## config.mk

```make
export PLATFORM = sky130hd
export DESIGN_NAME = sim_run_ctrl
export DESIGN_NICKNAME = d
export VERILOG_FILES = /design/src/rtl/sim_run_ctrl.sv
export SDC_FILE = /design/constraint.sdc
export NUM_CORES = 1
export LEC_CHECK = 0
export CORE_UTILIZATION = 44
export CTS_CLUSTER_SIZE = 24
export DETAILED_ROUTE_END_ITERATION = 7
export HOLD_SLACK_MARGIN = 0.02
export PLACE_DENSITY = 0.78
export SYNTH_ARGS = -nofsm -noshare
export SYNTH_HDL_FRONTEND = slang
export SYNTH_SLANG_ARGS = --single-unit
```

## constraint.sdc

```tcl
create_clock -name sysclk -period 5.4 [get_ports sysclk]
set_clock_uncertainty 0.2 [all_clocks]
set_input_delay 1.08 -clock sysclk [delete_from_list [all_inputs] [get_ports sysclk]]
set_output_delay 1.08 -clock sysclk [all_outputs]
set_load 0.1 [all_outputs]
```

## src/rtl/sim_run_ctrl.sv

```systemverilog
// Run controller for CPU top-level simulation and FPGA bring-up: sequences the
// CPU reset, counts run cycles, decodes the CPU UART TX line and ends the run
// on a terminator byte (pass) or on cycle-budget expiry (timeout).
module sim_run_ctrl #(
  parameter int unsigned RESET_CYCLES   = 16,
  parameter int unsigned CLKS_PER_BIT   = 868,
  parameter int unsigned DATA_BITS      = 8,
  parameter logic [7:0]  END_CHAR       = 8'h04,
  parameter logic [31:0] TIMEOUT_CYCLES = 32'd50_000_000,
  parameter int unsigned CNT_W          = 32,
  parameter bit          HOLD_ON_DONE   = 1'b1
) (
  input  logic                 sysclk,
  input  logic                 sys_reset,
  input  logic                 uart_rx_in,
  output logic                 cpu_resetn,
  output logic [DATA_BITS-1:0] rx_data,
  output logic                 rx_valid,
  output logic                 frame_err,
  output logic [15:0]          char_count,
  output logic [CNT_W-1:0]     cycle_count,
  output logic                 run_done,
  output logic                 run_pass,
  output logic                 run_timeout
);

  localparam int unsigned HW = $clog2(RESET_CYCLES + 1);
  localparam int unsigned BW = $clog2(CLKS_PER_BIT);
  localparam int unsigned IW = (DATA_BITS > 1) ? $clog2(DATA_BITS) : 1;

  localparam logic [HW-1:0]        HOLD_LAST = HW'(RESET_CYCLES - 1);
  localparam logic [BW-1:0]        HALF_BIT  = BW'(CLKS_PER_BIT / 2 - 1);
  localparam logic [BW-1:0]        FULL_BIT  = BW'(CLKS_PER_BIT - 1);
  localparam logic [IW-1:0]        LAST_IDX  = IW'(DATA_BITS - 1);
  localparam logic [DATA_BITS-1:0] END_CMP   = END_CHAR[DATA_BITS-1:0];
  localparam bit                   TO_EN     = (TIMEOUT_CYCLES != 32'd0);
  localparam logic [CNT_W-1:0]     TO_LAST   = CNT_W'(TIMEOUT_CYCLES - 32'd1);

  typedef enum logic [1:0] {CTL_HOLD, CTL_RUN, CTL_DONE} ctl_state_e;
  typedef enum logic [1:0] {RX_IDLE, RX_START, RX_DATA, RX_STOP} rx_state_e;

  // ---------------- control path state ----------------
  ctl_state_e         ctl_q, ctl_d;
  logic [HW-1:0]      hold_q, hold_d;
  logic [CNT_W-1:0]   cyc_q, cyc_d;
  logic               cpu_rstn_q, cpu_rstn_d;
  logic               done_q, done_d;
  logic               pass_q, pass_d;
  logic               tout_q, tout_d;

  // ---------------- UART path state ----------------
  logic [1:0]           sync_q;
  logic                 rx_s;
  rx_state_e            rx_st_q, rx_st_d;
  logic [BW-1:0]        bcnt_q, bcnt_d;
  logic [IW-1:0]        bidx_q, bidx_d;
  logic [DATA_BITS-1:0] shift_q, shift_d;
  logic                 wait_hi_q, wait_hi_d;
  logic [DATA_BITS-1:0] rx_data_q, rx_data_d;
  logic                 rx_valid_q, rx_valid_d;
  logic                 ferr_q, ferr_d;
  logic [15:0]          chars_q, chars_d;

  assign rx_s = sync_q[1];

  // Two-flop synchroniser for the asynchronous UART line; resets to idle-high.
  always_ff @(posedge sysclk) begin
    if (sys_reset) sync_q <= 2'b11;
    else           sync_q <= {sync_q[0], uart_rx_in};
  end

  // Control FSM next state: reset hold count, run-cycle count, end-of-run decision.
  always_comb begin
    ctl_d  = ctl_q;
    hold_d = hold_q;
    cyc_d  = cyc_q;
    pass_d = pass_q;
    tout_d = tout_q;
    case (ctl_q)
      CTL_HOLD: begin
        if (hold_q == HOLD_LAST) ctl_d = CTL_RUN;
        else                     hold_d = hold_q + 1'b1;
      end
      CTL_RUN: begin
        if (cyc_q != '1) cyc_d = cyc_q + 1'b1;
        // Terminator takes priority over a same-cycle budget expiry.
        if (rx_valid_q && (rx_data_q == END_CMP)) begin
          ctl_d  = CTL_DONE;
          pass_d = 1'b1;
        end else if (TO_EN && (cyc_q == TO_LAST)) begin
          ctl_d  = CTL_DONE;
          tout_d = 1'b1;
        end
      end
      default: ;  // DONE is terminal: counters and flags frozen
    endcase
    done_d     = (ctl_d == CTL_DONE);
    cpu_rstn_d = (ctl_d == CTL_RUN) || ((ctl_d == CTL_DONE) && !HOLD_ON_DONE);
  end

  // Control FSM registers.
  always_ff @(posedge sysclk) begin
    if (sys_reset) begin
      ctl_q      <= CTL_HOLD;
      hold_q     <= '0;
      cyc_q      <= '0;
      cpu_rstn_q <= 1'b0;
      done_q     <= 1'b0;
      pass_q     <= 1'b0;
      tout_q     <= 1'b0;
    end else begin
      ctl_q      <= ctl_d;
      hold_q     <= hold_d;
      cyc_q      <= cyc_d;
      cpu_rstn_q <= cpu_rstn_d;
      done_q     <= done_d;
      pass_q     <= pass_d;
      tout_q     <= tout_d;
    end
  end

  // UART RX FSM next state: mid-bit sampling, LSB-first shift, stop-bit check.
  always_comb begin
    rx_st_d    = rx_st_q;
    bcnt_d     = bcnt_q;
    bidx_d     = bidx_q;
    shift_d    = shift_q;
    wait_hi_d  = wait_hi_q;
    rx_data_d  = rx_data_q;
    rx_valid_d = 1'b0;
    ferr_d     = 1'b0;
    chars_d    = chars_q;
    case (rx_st_q)
      RX_IDLE: begin
        // After a framing error the line must return high before a new start
        // bit counts, so a held-low break yields one error and nothing more.
        if (wait_hi_q) begin
          if (rx_s) wait_hi_d = 1'b0;
        end else if (!rx_s) begin
          rx_st_d = RX_START;
          bcnt_d  = HALF_BIT;
        end
      end
      RX_START: begin
        if (bcnt_q == '0) begin
          if (rx_s) begin
            rx_st_d = RX_IDLE;  // glitch shorter than half a bit
          end else begin
            rx_st_d = RX_DATA;
            bcnt_d  = FULL_BIT;
            bidx_d  = '0;
          end
        end else begin
          bcnt_d = bcnt_q - 1'b1;
        end
      end
      RX_DATA: begin
        if (bcnt_q == '0) begin
          shift_d = {rx_s, shift_q[DATA_BITS-1:1]};
          bcnt_d  = FULL_BIT;
          if (bidx_q == LAST_IDX) rx_st_d = RX_STOP;
          else                    bidx_d  = bidx_q + 1'b1;
        end else begin
          bcnt_d = bcnt_q - 1'b1;
        end
      end
      default: begin  // RX_STOP
        if (bcnt_q == '0) begin
          rx_st_d = RX_IDLE;
          if (rx_s) begin
            rx_data_d  = shift_q;
            rx_valid_d = 1'b1;
            if (chars_q != 16'hFFFF) chars_d = chars_q + 16'd1;
          end else begin
            ferr_d    = 1'b1;
            wait_hi_d = 1'b1;
          end
        end else begin
          bcnt_d = bcnt_q - 1'b1;
        end
      end
    endcase
  end

  // UART RX FSM registers.
  always_ff @(posedge sysclk) begin
    if (sys_reset) begin
      rx_st_q    <= RX_IDLE;
      bcnt_q     <= '0;
      bidx_q     <= '0;
      shift_q    <= '0;
      wait_hi_q  <= 1'b0;
      rx_data_q  <= '0;
      rx_valid_q <= 1'b0;
      ferr_q     <= 1'b0;
      chars_q    <= '0;
    end else begin
      rx_st_q    <= rx_st_d;
      bcnt_q     <= bcnt_d;
      bidx_q     <= bidx_d;
      shift_q    <= shift_d;
      wait_hi_q  <= wait_hi_d;
      rx_data_q  <= rx_data_d;
      rx_valid_q <= rx_valid_d;
      ferr_q     <= ferr_d;
      chars_q    <= chars_d;
    end
  end

  assign cpu_resetn  = cpu_rstn_q;
  assign rx_data     = rx_data_q;
  assign rx_valid    = rx_valid_q;
  assign frame_err   = ferr_q;
  assign char_count  = chars_q;
  assign cycle_count = cyc_q;
  assign run_done    = done_q;
  assign run_pass    = pass_q;
  assign run_timeout = tout_q;

endmodule

```

==> qor.txt <==
Area Overhead vs Synth -> 19.50%
Synth Flop Type -> dfxtp_1
DR pass1 iterations -> 5
clk root buf -> clkbuf_8
H-tree Lvls -> 3
Pwr Density -> 295.4 mW/mm^2
Yosys top cell by area -> dfxtp_1
number of flops mapped to enable cells by yosys -> 0
vias in the first global route -> 3,952
Final Wtd Congestion -> 0.8462
Slew headroom -> 0.3152
critical path's top delay family -> buffers and inverters
Crit path largest cell delay -> 1190 ps
Worst Hold Launch -> sync_q[0]$_SDFF_PP1_
initial antenna violation count -> 0
Clk pwr share -> 0.315
clk sinks -> 95
clock period minus worst slack -> 3352 ps
Internal -> 1.114 mW
worst-path cell chain -> clkdlybuf4s50_1
worst skew pair latency -> 370 ps
Chip Width -> 105.1 um
R2R depth -> 5
largest net degree at the start of global routing -> 92
Worst EP arrival -> 2070 ps
n_diodes -> 0
Crit. End Element -> output pin
Avg Inst Size Synth -> 8.249 um^2
Layout Nets -> 630
CTS hold repair buffers -> 0
Hold Crit Endpoint -> sync_q[1]$_SDFF_PP1_
launching point of the worst reg2reg path -> bcnt_q[5]$_SDFFE_PP0P_
CP startpoint -> cycle_count[7]$_SDFFE_PP0P_
Post-route DRC -> 0
Num CTS Buffers -> 9
Final period util -> 0.6207
final core occ -> 0.5414
maximum vdd drop -> 0.1528 mV
max cap viols -> 0
first-pass GRT wire length -> 17.73 mm
Worst Tran Pin Value -> 1024 ps
RSZ-0062 raised after global routing -> false
Psw -> 0.5366 mW
CTS tree -> done
post_cts resized -> 0
reg2reg setup slack -> 2260 ps
CTS max path bufs -> 2
syn_nets -> 582
CP Launch Type -> register
Min-Delay Path Class -> reg -> reg
setup TNS -> 0 ps
I/O pin count -> 65
WP data required -> 4120 ps
max frequency -> 298.3 MHz
wire length per cell -> 13.89 um
Clock Pin Slew Worst Setup and Hold Paths -> 100 ps
status -> completed
CP Buf/Inv Count -> 1
Hold Crit Depth -> 1
core footprint -> 0.01032 mm^2
Final Hold Viols -> 0
top-area cell type share of the netlist area -> 0.4066
synthesized netlist cell count -> 567
setup bufs post-CTS -> 0
Core Rows -> 37
Slew Limit Fails -> 0
Distinct cells, synth -> 59
YS warnings -> 0
Final setup viols -> 0
Via Count -> 4,338
vias per inst -> 5.738
Sw Share -> 0.3250
initial DRC count -> 192
Async S/R FF share, synth -> 0
Reg2Reg Capture Point -> char_count[11]$_SDFFE_PP0P_
die area -> 0.01105 mm^2
Die Y -> 105.1 um
fill count -> 930
port buffer count -> 64
Starting Density -> 0.4530
path type of the worst setup path -> reg -> out
DRT Wirelength -> 10.50 mm
GRT overflow -> 0
Seq/Total Area, Yosys -> 0.4066
Leakage -> 1.843 nW
Cell Area, Synth -> 0.004677 mm^2
Worst path slowest cell -> clkdlybuf4s50_1
post-route ant nets -> 0
share of cells above drive strength 1 -> 0.05000
Yosys reg bits -> 95
crit-path max FO -> 7
part of the power in registers -> 0.459
Comb power frac -> 0.226
dpl hpwl -> 7.283 mm
All-Layer GR Usage -> 0.1939
synth top area cells -> dfxtp_1, a21oi_1, nand2_1
==> cell usage after synthesis, types with 2 or more instances <==
cell type and count:
a2111oi_0 3, a211o_1 2, a211oi_1 6, a21oi_1 58
and2_1 12, and3_1 10, and4_1 9, buf_2 3
clkbuf_1 23, dfxtp_1 95, ha_1 12, inv_1 15
mux2i_1 3, nand2_1 57, nand2b_1 6, nand3_1 37
nand4_1 10, nor2_1 50, nor2b_1 2, nor3_1 11
nor3b_1 3, nor4_1 12, nor4b_1 2, o2111ai_1 2
o211a_1 2, o211ai_1 3, o21a_1 4, o21ai_0 30
o31ai_1 8, o32ai_1 2, or2_2 3, or3_1 18
or4_1 6, or4_4 2, xnor2_1 17, xor2_1 6
==> worst register-to-register path, stage by stage, from the launching register on <==
cell	delay [ps]
dfxtp_1	370
nor3_1	620
nand4_1	790
a211oi_1	560
and2_1	190
mux2_2	320
==> cells in the final DEF (no fill, tap or decap), drive strengths merged, types with 8 or more instances in the layout <==
cell           instances
a21oi                 58
and2                  12
and3                  10
and4                   9
clkbuf                10
clkdlybuf4s50         63
dfxtp                 95
ha                    12
inv                   17
nand2                 57
nand3                 37
nand4                 11
nor2                  50
nor3                  11
nor4                  12
o21ai                 30
o31ai                  9
or3                   18
or4                    8
xnor2                 17
==> state kept, by name (all words and copies together), names as in the netlist <==
name,count
shift_q,8
cpu_resetn,1
char_count,16
ctl_q,2
bidx_q,3
wait_hi_q,1
rx_data,8
run_timeout,1
sync_q,2
frame_err,1
rx_st_q,2
cycle_count,32
hold_q,5
run_done,1
rx_valid,1
bcnt_q,10
run_pass,1
==> power by group through the flow <==
stage / Combinational (mW) / Clock, mW / Sequential, mW
2_1_floorplan: 0.291 / 0 / 0.774
3_3_place_gp: 0.358 / 0 / 0.771
3_5_place_dp: 0.367 / 0 / 0.774
4_1_cts: 0.368 / 0.535 / 0.757
5_1_grt: 0.416 / 0.564 / 0.763
6_report: 0.373 / 0.520 / 0.758
==> kinds of logic after synthesis <==
group,share of synthesized area
adders and majority gates,0.03210
and+or+nand+nor,0.2900
buffers and inverters,0.03772
muxes,0.008828
AOI/OAI and AO/OA,0.1817
DFF,0.4066
xor gates and xnor gates,0.04307
==> metrics by stage <==
step / setup WS [ps] / hold slack (ps) / std cells / total power, mW / instance area [um^2]
global placement: 2374 / 197.5 / 740 / 1.129 / 5370
finish: 2048 / 219.7 / 756 / 1.651 / 5589
detailed placement: 2281 / 200.9 / 740 / 1.140 / 5370
CTS: 2026 / 222.2 / 756 / 1.660 / 5589
global route: 1916 / 251.9 / 756 / 1.743 / 5589
floorplan: 2263 / 189.5 / 567 / 1.066 / 4677
==> routing by layer <==
layer	global-route usage	routed length [um]	vias to the layer above
met5	0	0	-
met4	0.07746	189	0
met3	0.04180	546	20
met2	0.3302	5027	130
met1	0.2375	4738	2026
li1	-	-	2162
==> worst max path at each step <==
stage	end	slack [ps]	cells after the start
finish	cycle_count[7]	2050	1
global route	char_count[11]$_SDFFE_PP0P_	1920	5
CTS	cycle_count[7]	2030	1
detailed placement	char_count[11]$_SDFFE_PP0P_	2280	5
global placement	char_count[11]$_SDFFE_PP0P_	2370	7
floorplan	cycle_count[22]$_SDFFE_PP0P_	2260	7
==> layout make-up <==
| cell class | count | area (um^2) | area share |
|---|---|---|---|
| clock buffer | 10 | 127.6 | 0.02283 |
| clock inverter | 6 | 91.34 | 0.01634 |
| inverter | 15 | 56.30 | 0.01007 |
| multi-input combinational | 429 | 2599 | 0.4650 |
| sequential | 95 | 1902 | 0.3403 |
| tap | 136 | 170.2 | 0.03045 |
| timing repair buffer | 65 | 643.1 | 0.1151 |
Power figures use the tool's default switching activity.
